[src/rtl/contador_seq_if.sv]
// Host-side bundle for contador_seq: command handshake, early stop and result fields.
// The master drives commands; the slave (the sequencer) returns readiness and results.
interface contador_seq_if;
  logic       cmd_valid;
  logic       cmd_ready;
  logic [1:0] cmd_modo;
  logic [3:0] cmd_D;
  logic [3:0] cmd_len;
  logic       stop;
  logic       busy;
  logic       done;
  logic [3:0] result_Q;
  logic [4:0] rco_count;
  logic       aborted;

  modport master (
    output cmd_valid, cmd_modo, cmd_D, cmd_len, stop,
    input  cmd_ready, busy, done, result_Q, rco_count, aborted
  );

  modport slave (
    input  cmd_valid, cmd_modo, cmd_D, cmd_len, stop,
    output cmd_ready, busy, done, result_Q, rco_count, aborted
  );
endinterface

[src/rtl/contador_seq.sv]
// Command sequencer for the 4-bit up/down/load counter: runs one command for cmd_len+1
// enabled edges, counts rco pulses and returns the final count with a one-cycle done strobe.
module contador_seq (
  input  logic          clk,
  input  logic          reset,
  contador_seq_if.slave host,
  output logic          enable,
  output logic [1:0]    modo,
  output logic [3:0]    D,
  input  logic [3:0]    cnt_Q,
  input  logic          cnt_rco
);

  typedef enum logic [1:0] {
    S_IDLE = 2'd0,
    S_RUN  = 2'd1,
    S_WAIT = 2'd2
  } state_t;

  state_t      state;
  state_t      state_nxt;
  logic [3:0]  remaining;
  logic        en_d;
  logic        done_r;
  logic [3:0]  result_q_r;
  logic [4:0]  rco_count_r;
  logic        aborted_r;
  logic [1:0]  modo_l;
  logic [3:0]  d_l;
  logic        cmd_ready_int;
  logic        accept;
  logic        run_last;

  assign cmd_ready_int = (state == S_IDLE) & ~reset;
  assign accept        = host.cmd_valid & cmd_ready_int;
  assign run_last      = (remaining == 4'd0) | host.stop;

  // Next state and counter-pin decode; pins depend only on registered state and latched fields
  always_comb begin
    state_nxt = state;
    enable    = 1'b0;
    modo      = 2'b00;
    D         = 4'd0;
    case (state)
      S_IDLE: begin
        if (accept) state_nxt = S_RUN;
      end
      S_RUN: begin
        enable = 1'b1;
        modo   = modo_l;
        D      = d_l;
        if (run_last) state_nxt = S_WAIT;
      end
      S_WAIT: begin
        state_nxt = S_IDLE;
      end
      default: begin
        state_nxt = S_IDLE;
      end
    endcase
  end

  always_ff @(posedge clk or posedge reset) begin
    if (reset) begin
      state       <= S_IDLE;
      remaining   <= 4'd0;
      en_d        <= 1'b0;
      done_r      <= 1'b0;
      result_q_r  <= 4'd0;
      rco_count_r <= 5'd0;
      aborted_r   <= 1'b0;
    end else begin
      state  <= state_nxt;
      en_d   <= enable;
      done_r <= 1'b0;
      // rco reflects the previous enabled counter edge, so the last one lands in WAIT
      if (accept) begin
        remaining   <= host.cmd_len;
        rco_count_r <= 5'd0;
        aborted_r   <= 1'b0;
      end else if (en_d && cnt_rco) begin
        rco_count_r <= rco_count_r + 5'd1;
      end
      if (state == S_RUN) begin
        if (host.stop) aborted_r <= 1'b1;
        if (!run_last) remaining <= remaining - 4'd1;
      end
      if (state == S_WAIT) begin
        result_q_r <= cnt_Q;
        done_r     <= 1'b1;
      end
    end
  end

  // Command fields are data only; they are qualified by state and need no reset
  always_ff @(posedge clk) begin
    if (accept) begin
      modo_l <= host.cmd_modo;
      d_l    <= host.cmd_D;
    end
  end

  assign host.cmd_ready = cmd_ready_int;
  assign host.busy      = (state != S_IDLE);
  assign host.done      = done_r;
  assign host.result_Q  = result_q_r;
  assign host.rco_count = rco_count_r;
  assign host.aborted   = aborted_r;

endmodule
[src/flat_wrapper.sv]
// flat-port wrapper written by rule: the top's interface ports become plain ports
module contador_seq_flat 
  (clk, reset, enable, modo, D, cnt_Q, cnt_rco, host_cmd_valid, host_cmd_modo, host_cmd_D, host_cmd_len, host_stop, host_cmd_ready, host_busy, host_done, host_result_Q, host_rco_count, host_aborted);
  contador_seq_if host_i ();
  input  logic clk;
  input  logic reset;
  output logic enable;
  output logic [1:0] modo;
  output logic [3:0] D;
  input  logic [3:0] cnt_Q;
  input  logic cnt_rco;
  input wire logic [$bits(host_i.cmd_valid)-1:0] host_cmd_valid;
  input wire logic [$bits(host_i.cmd_modo)-1:0] host_cmd_modo;
  input wire logic [$bits(host_i.cmd_D)-1:0] host_cmd_D;
  input wire logic [$bits(host_i.cmd_len)-1:0] host_cmd_len;
  input wire logic [$bits(host_i.stop)-1:0] host_stop;
  output wire logic [$bits(host_i.cmd_ready)-1:0] host_cmd_ready;
  output wire logic [$bits(host_i.busy)-1:0] host_busy;
  output wire logic [$bits(host_i.done)-1:0] host_done;
  output wire logic [$bits(host_i.result_Q)-1:0] host_result_Q;
  output wire logic [$bits(host_i.rco_count)-1:0] host_rco_count;
  output wire logic [$bits(host_i.aborted)-1:0] host_aborted;
  assign host_i.cmd_valid = host_cmd_valid;
  assign host_i.cmd_modo = host_cmd_modo;
  assign host_i.cmd_D = host_cmd_D;
  assign host_i.cmd_len = host_cmd_len;
  assign host_i.stop = host_stop;
  assign host_cmd_ready = host_i.cmd_ready;
  assign host_busy = host_i.busy;
  assign host_done = host_i.done;
  assign host_result_Q = host_i.result_Q;
  assign host_rco_count = host_i.rco_count;
  assign host_aborted = host_i.aborted;
  contador_seq u_core (.clk(clk), .reset(reset), .host(host_i), .enable(enable), .modo(modo), .D(D), .cnt_Q(cnt_Q), .cnt_rco(cnt_rco));
endmodule
[config.mk]
export PLATFORM = sky130hd
export DESIGN_NAME = contador_seq_flat
export DESIGN_NICKNAME = d
export VERILOG_FILES = /design/src/rtl/contador_seq_if.sv /design/src/rtl/contador_seq.sv /design/src/flat_wrapper.sv
export SDC_FILE = /design/constraint.sdc
export NUM_CORES = 1
export LEC_CHECK = 0
export BUFFER_PORTS_ARGS = -buffer_cell sky130_fd_sc_hd__buf_2
export CAP_MARGIN = 20
export CELL_PAD_IN_SITES_DETAIL_PLACEMENT = 1
export CELL_PAD_IN_SITES_GLOBAL_PLACEMENT = 2
export CORE_AREA = 2 2 73 54
export CTS_CLUSTER_DIAMETER = 120
export CTS_CLUSTER_SIZE = 10
export DETAILED_ROUTE_END_ITERATION = 10
export DIE_AREA = 0 0 75 56
export GPL_TIMING_DRIVEN = 0
export PLACE_DENSITY_LB_ADDON = 0.1
export SYNTH_ARGS = -nofsm -noshare
export SYNTH_HDL_FRONTEND = slang
export SYNTH_SLANG_ARGS = --single-unit
[constraint.sdc]
create_clock -name clk -period 2.5 [get_ports clk]
set_input_delay 0.375 -clock clk [delete_from_list [all_inputs] [get_ports clk]]
set_output_delay 0.375 -clock clk [all_outputs]
set_load 0.05 [all_outputs]
==> Word level (Yosys, flattened, before mapping) <==
Cells that the tools add are included.
{ "classes": {"add_sub_neg": 2, "eq_ne": 4, "muxes": 15, "bitwise_logic": 4, "reduce_logical": 6} }
{ "ops": {"columns": ["cell", "n"], "rows": [
  ["$mux 4", 4],
  ["$mux 5", 2],
  ["$mux 2", 3],
  ["$add 5x1->5 const B", 1],
  ["$mux 1", 5],
  ["$logic_not 4->1", 1],
  ["$ne 2x1->1 const B", 2],
  ["$pmux 2 s2", 1],
  ["$reduce_bool 2->1", 2],
  ["$sub 4x1->4 const B", 1],
  ["$and 1x1->1", 2],
  ["$eq 2x1->1 const B", 1],
  ["$eq 2x2->1 const B", 1],
  ["$logic_not 2->1", 1],
  ["$reduce_and 2->1", 1],
  ["$logic_and 1x1->1", 1],
  ["$not 1->1", 1],
  ["$or 1x1->1", 1]
]} }
{ "word_totals": {"regBits": 24, "out_inout_bits": 20, "word_cells": 40} }

==> Longest topological paths before layout <==
{ "logic_depth": {"ltp_word": 6, "mapped_depth": 5} }

==> Worst setup path after synthesis <==
Ideal clock, no wire load.
{ "synth_timing": {"path_kind": "flip-flop to output port", "start": "register u_core.state[1]", "end": "output D[0]", "arrival_time_ns": 1.685, "required_time_ns": 2.125, "path_slack_ns": 0.440, "path_stages_with_launch": 4, "path_buffers": 1, "cell_sequence": "dfrtp_1 and2b_2 clkbuf_1 and2_1"} }
{ "synth_between": {"elab_chain_len": 2} }
{ "synth_lines": {"columns": ["element", "line", "text"], "rows": [
  ["from (decl)", "contador_seq.sv:20", "state_t state;"],
  ["from (signal assigned)", "contador_seq.sv:73", "state <= state_nxt;"],
  ["$eq 2x1->1", "contador_seq.sv:44", "case (state)"],
  ["$mux 4", "contador_seq.sv:44", null],
  ["to (decl)", "flat_wrapper.sv:9", "output logic [3:0] D;"]
]} }
No other way between the ends.

==> Final worst setup path <==
{ "layout_timing": {"start": "register u_core.state[1]", "end": "output modo[0]"} }
{ "layout_between": {"elab_chain_len": 2} }
{ "layout_lines": {"columns": ["element", "line", "text"], "rows": [
  ["$eq 2x1->1", "contador_seq.sv:44", null],
  ["$mux 2", "contador_seq.sv:44", null],
  ["to (decl)", "flat_wrapper.sv:8", "output logic [1:0] modo;"]
]} }
No other way between the ends.

==> flow_summary.json <==
{
  "outcome": "complete, no violations",
  "p_per_area_nw_per_um2": 1200,
  "dp_hpwl_um": 1840,
  "area.growth.synth_to_final_pct": 27.7,
  "cts_resized": 0,
  "p_seq_share_pct": 38.2,
  "wirelength_um": 2430,
  "regArea_sq_um": 631,
  "ys_seq_area_share_pct": 58.6,
  "io_buffers": 38,
  "path_class": "reg2out",
  "clockBufferDepth": 2,
  "fin_ws_ns": 0.499,
  "antenna_found_initial": 0,
  "drt_iter0_markers": 33,
  "cp_max_fo": 10,
  "fin_skew_ns": 0.00491,
  "initial_utilization_pct": 31.2,
  "grt_setup_unrepaired": "no",
  "drc": 0,
  "ys_seq_elements": 24,
  "crit_path_end_kind": "output pin",
  "grt_pass1_vias": 773,
  "startpoint_type": "register",
  "yosys.area.top_type_share_pct": 41.9,
  "use_met3_pct": 4.35,
  "final_cell_mix": "buf_2, dfrtp_1, nand2_1, and2_1, edfxtp_1",
  "ctsHtreeMaxLevel": 1,
  "netlist_instances": 89,
  "leakage_nw": 0.662,
  "fillers": 399,
  "dp_worst_setup_slack_ns": 0.756,
  "utilization_pct": 39.9,
  "switching_share_pct": 46.8,
  "syn_area_per_cell_sq_um": 12.1,
  "worst_slew_pin_slew_ns": 0.707,
  "grt_overflow_total": 0,
  "critical_path_arrival_ns": 1.63,
  "yosys.area.top_type": "dfrtp_1",
  "core_area_sq_um": 3450,
  "cts_tree": "built",
  "clkPwrFrac_pct": 14.6,
  "p_comb_share_pct": 47.2,
  "root_buffer": "clkbuf_8",
  "place_inst": 177,
  "worst_ep_required_time_ns": 2.12,
  "cts_buffers": 3,
  "grt_usage_pct": 12.2,
  "ant_nets": 0,
  "final_cell_count_no_fill": 181,
  "antenna_cells": 0,
  "vias": 824,
  "critPathBufInv": 2,
  "post_cts_buffers": 0,
  "clock.fmax_mhz": 500,
  "peakVddDrop_mv": 0.528,
  "path_delay_family": "buffers and inverters",
  "met2_usage_pct": 17.8,
  "crit_slowest_cell": "dfrtp_1",
  "io-pin-count": 39,
  "syn_nets": 110,
  "p_int_mw": 0.874,
  "wl_per_cell_um": 13.4,
  "die_x_um": 75,
  "layout.nets": 153,
  "setup_viol": 0,
  "fin_crit_ns": 2.00,
  "drv_cap": 0,
  "routabilityCongestion": 0.729,
  "globalRoute.busiestLayer": "met2",
  "critPathMaxStageDelay_ns": 0.43,
  "postCtsHoldBufs": 0,
  "die_area_sq_um": 4200,
  "ys_top_cells_by_area": "dfrtp_1, edfxtp_1, mux2_2, and2_1, nand2_1",
  "clk_pin_slew_ns": 0.09,
  "fp.dieH_um": 56,
  "drv_slew": 0,
  "multi_input_area_sq_um": 399,
  "yosys_warnings": 0,
  "drt-vias-per-instance": 4.55,
  "clock_sinks": 24,
  "slew_headroom_pct": 52.8,
  "first_pass_iters": 4,
  "grt_pass1_wl_um": 3860,
  "grt_max_degree": 19,
  "layout-drive-gt1-share_pct": 41.2,
  "synth.distinct_cells": 31,
  "hold_path.class": "in2async",
  "path_cells": "and2b_2 -> clkbuf_1 -> and2_1 -> buf_2",
  "clock_latency_ns": 0.27,
  "hold_violations": 0,
  "setup_tns_ns": 0,
  "p_switching_mw": 0.770,
  "grt_util_met1_pct": 16.9,
  "fin_crit_sh_pct": 80.0,
  "synth_area_sq_um": 1080,
  "num_rows": 18,
  "layout_commonest_cell": "buf_2"
}
## metal layers
layer | share of wire [%] | routed length [um]
met5 | 0 | 0
met4 | 0 | 0
met3 | 6.3 | 152
met2 | 45 | 1110
met1 | 48 | 1170
## state kept, by name, summed over array words and instances (netlist names)
| signal | flops |
|---|---|
| u_core.host.aborted | 1 |
| u_core.host.done | 1 |
| u_core.host.rco_count | 5 |
| u_core.modo_l | 2 |
| u_core.en_d | 1 |
| u_core.host.result_Q | 4 |
| u_core.remaining | 4 |
| u_core.d_l | 4 |
| u_core.state | 2 |
## power by group through the flow
stage	combinational (mW)	clock, mW	sequential (mW)
6_report	0.776	0.239	0.628
4_1_cts	0.787	0.255	0.628
3_3_place_gp	0.771	0	0.622
2_1_floorplan	0.393	0	0.830
3_5_place_dp	0.788	0	0.634
5_1_grt	0.831	0.267	0.648
## cell usage after synthesis (all sizes together)
cell / n
inv: 3
o31ai: 1
mux2i: 2
o211ai: 2
ha: 2
or2: 2
a21oi: 4
nor3: 1
nor3b: 2
or3b: 1
and2b: 1
mux2: 4
edfxtp: 6
a211oi: 1
nand3: 5
or3: 2
nand2b: 1
clkinv: 1
or4b: 1
nand2: 7
o21ai: 2
xor2: 2
a22o: 1
or4: 1
clkbuf: 2
nor2b: 1
buf: 1
nor2: 4
a211o: 1
and2: 7
dfrtp: 18
## cell families (layout without fill, tap and decap cells)
group,Yosys count,count (layout),synth area share (%)
adders and majority gates,2,2,2.33
DFF,24,24,58.6
muxes,6,6,6.05
and+or+nand+nor,36,36,19.3
AOI/OAI and AO/OA,12,12,7.79
xor gates and xnor gates,2,2,1.63
buffers and inverters,7,49,4.30
## stage by stage
step / hold WS, ns / power, mW / instance area, sq um
2_1_floorplan: 0.314 / 1.22 / 1080
3_3_place_gp: 0.483 / 1.39 / 1330
3_5_place_dp: 0.498 / 1.42 / 1330
4_1_cts: 0.244 / 1.67 / 1370
5_1_grt: 0.257 / 1.75 / 1370
6_report: 0.222 / 1.64 / 1370
## area by class of cell
class | instances | share of cell area [%]
Clock buffer | 4 | 3.28
Tap cell | 50 | 4.55
Inverter | 4 | 2.00
Sequential cell | 24 | 45.9
Buffer | 3 | 1.37
Multi-Input combinational cell | 58 | 29.1
Timing Repair Buffer | 38 | 13.8
## final timing paths
| path | end | cells past startpoint | slack (ns) | startpoint |
|---|---|---|---|---|
| setup / recovery | modo[0] | 4 | 0.50 | u_core.state[1] |
| max in group asynchronous | u_core.host.rco_count[4] | 2 | 1.83 | reset |
| hold reg to reg | u_core.host.aborted | 1 | 0.52 | u_core.host.aborted |
| hold / removal | u_core.host.aborted | 2 | 0.22 | reset |
| setup reg to reg | u_core.remaining[1] | 5 | 0.94 | u_core.remaining[0] |
| min in group clk | u_core.modo_l[0] | 1 | 0.27 | host_cmd_modo[0] |
Power figures use the tool's default switching activity.
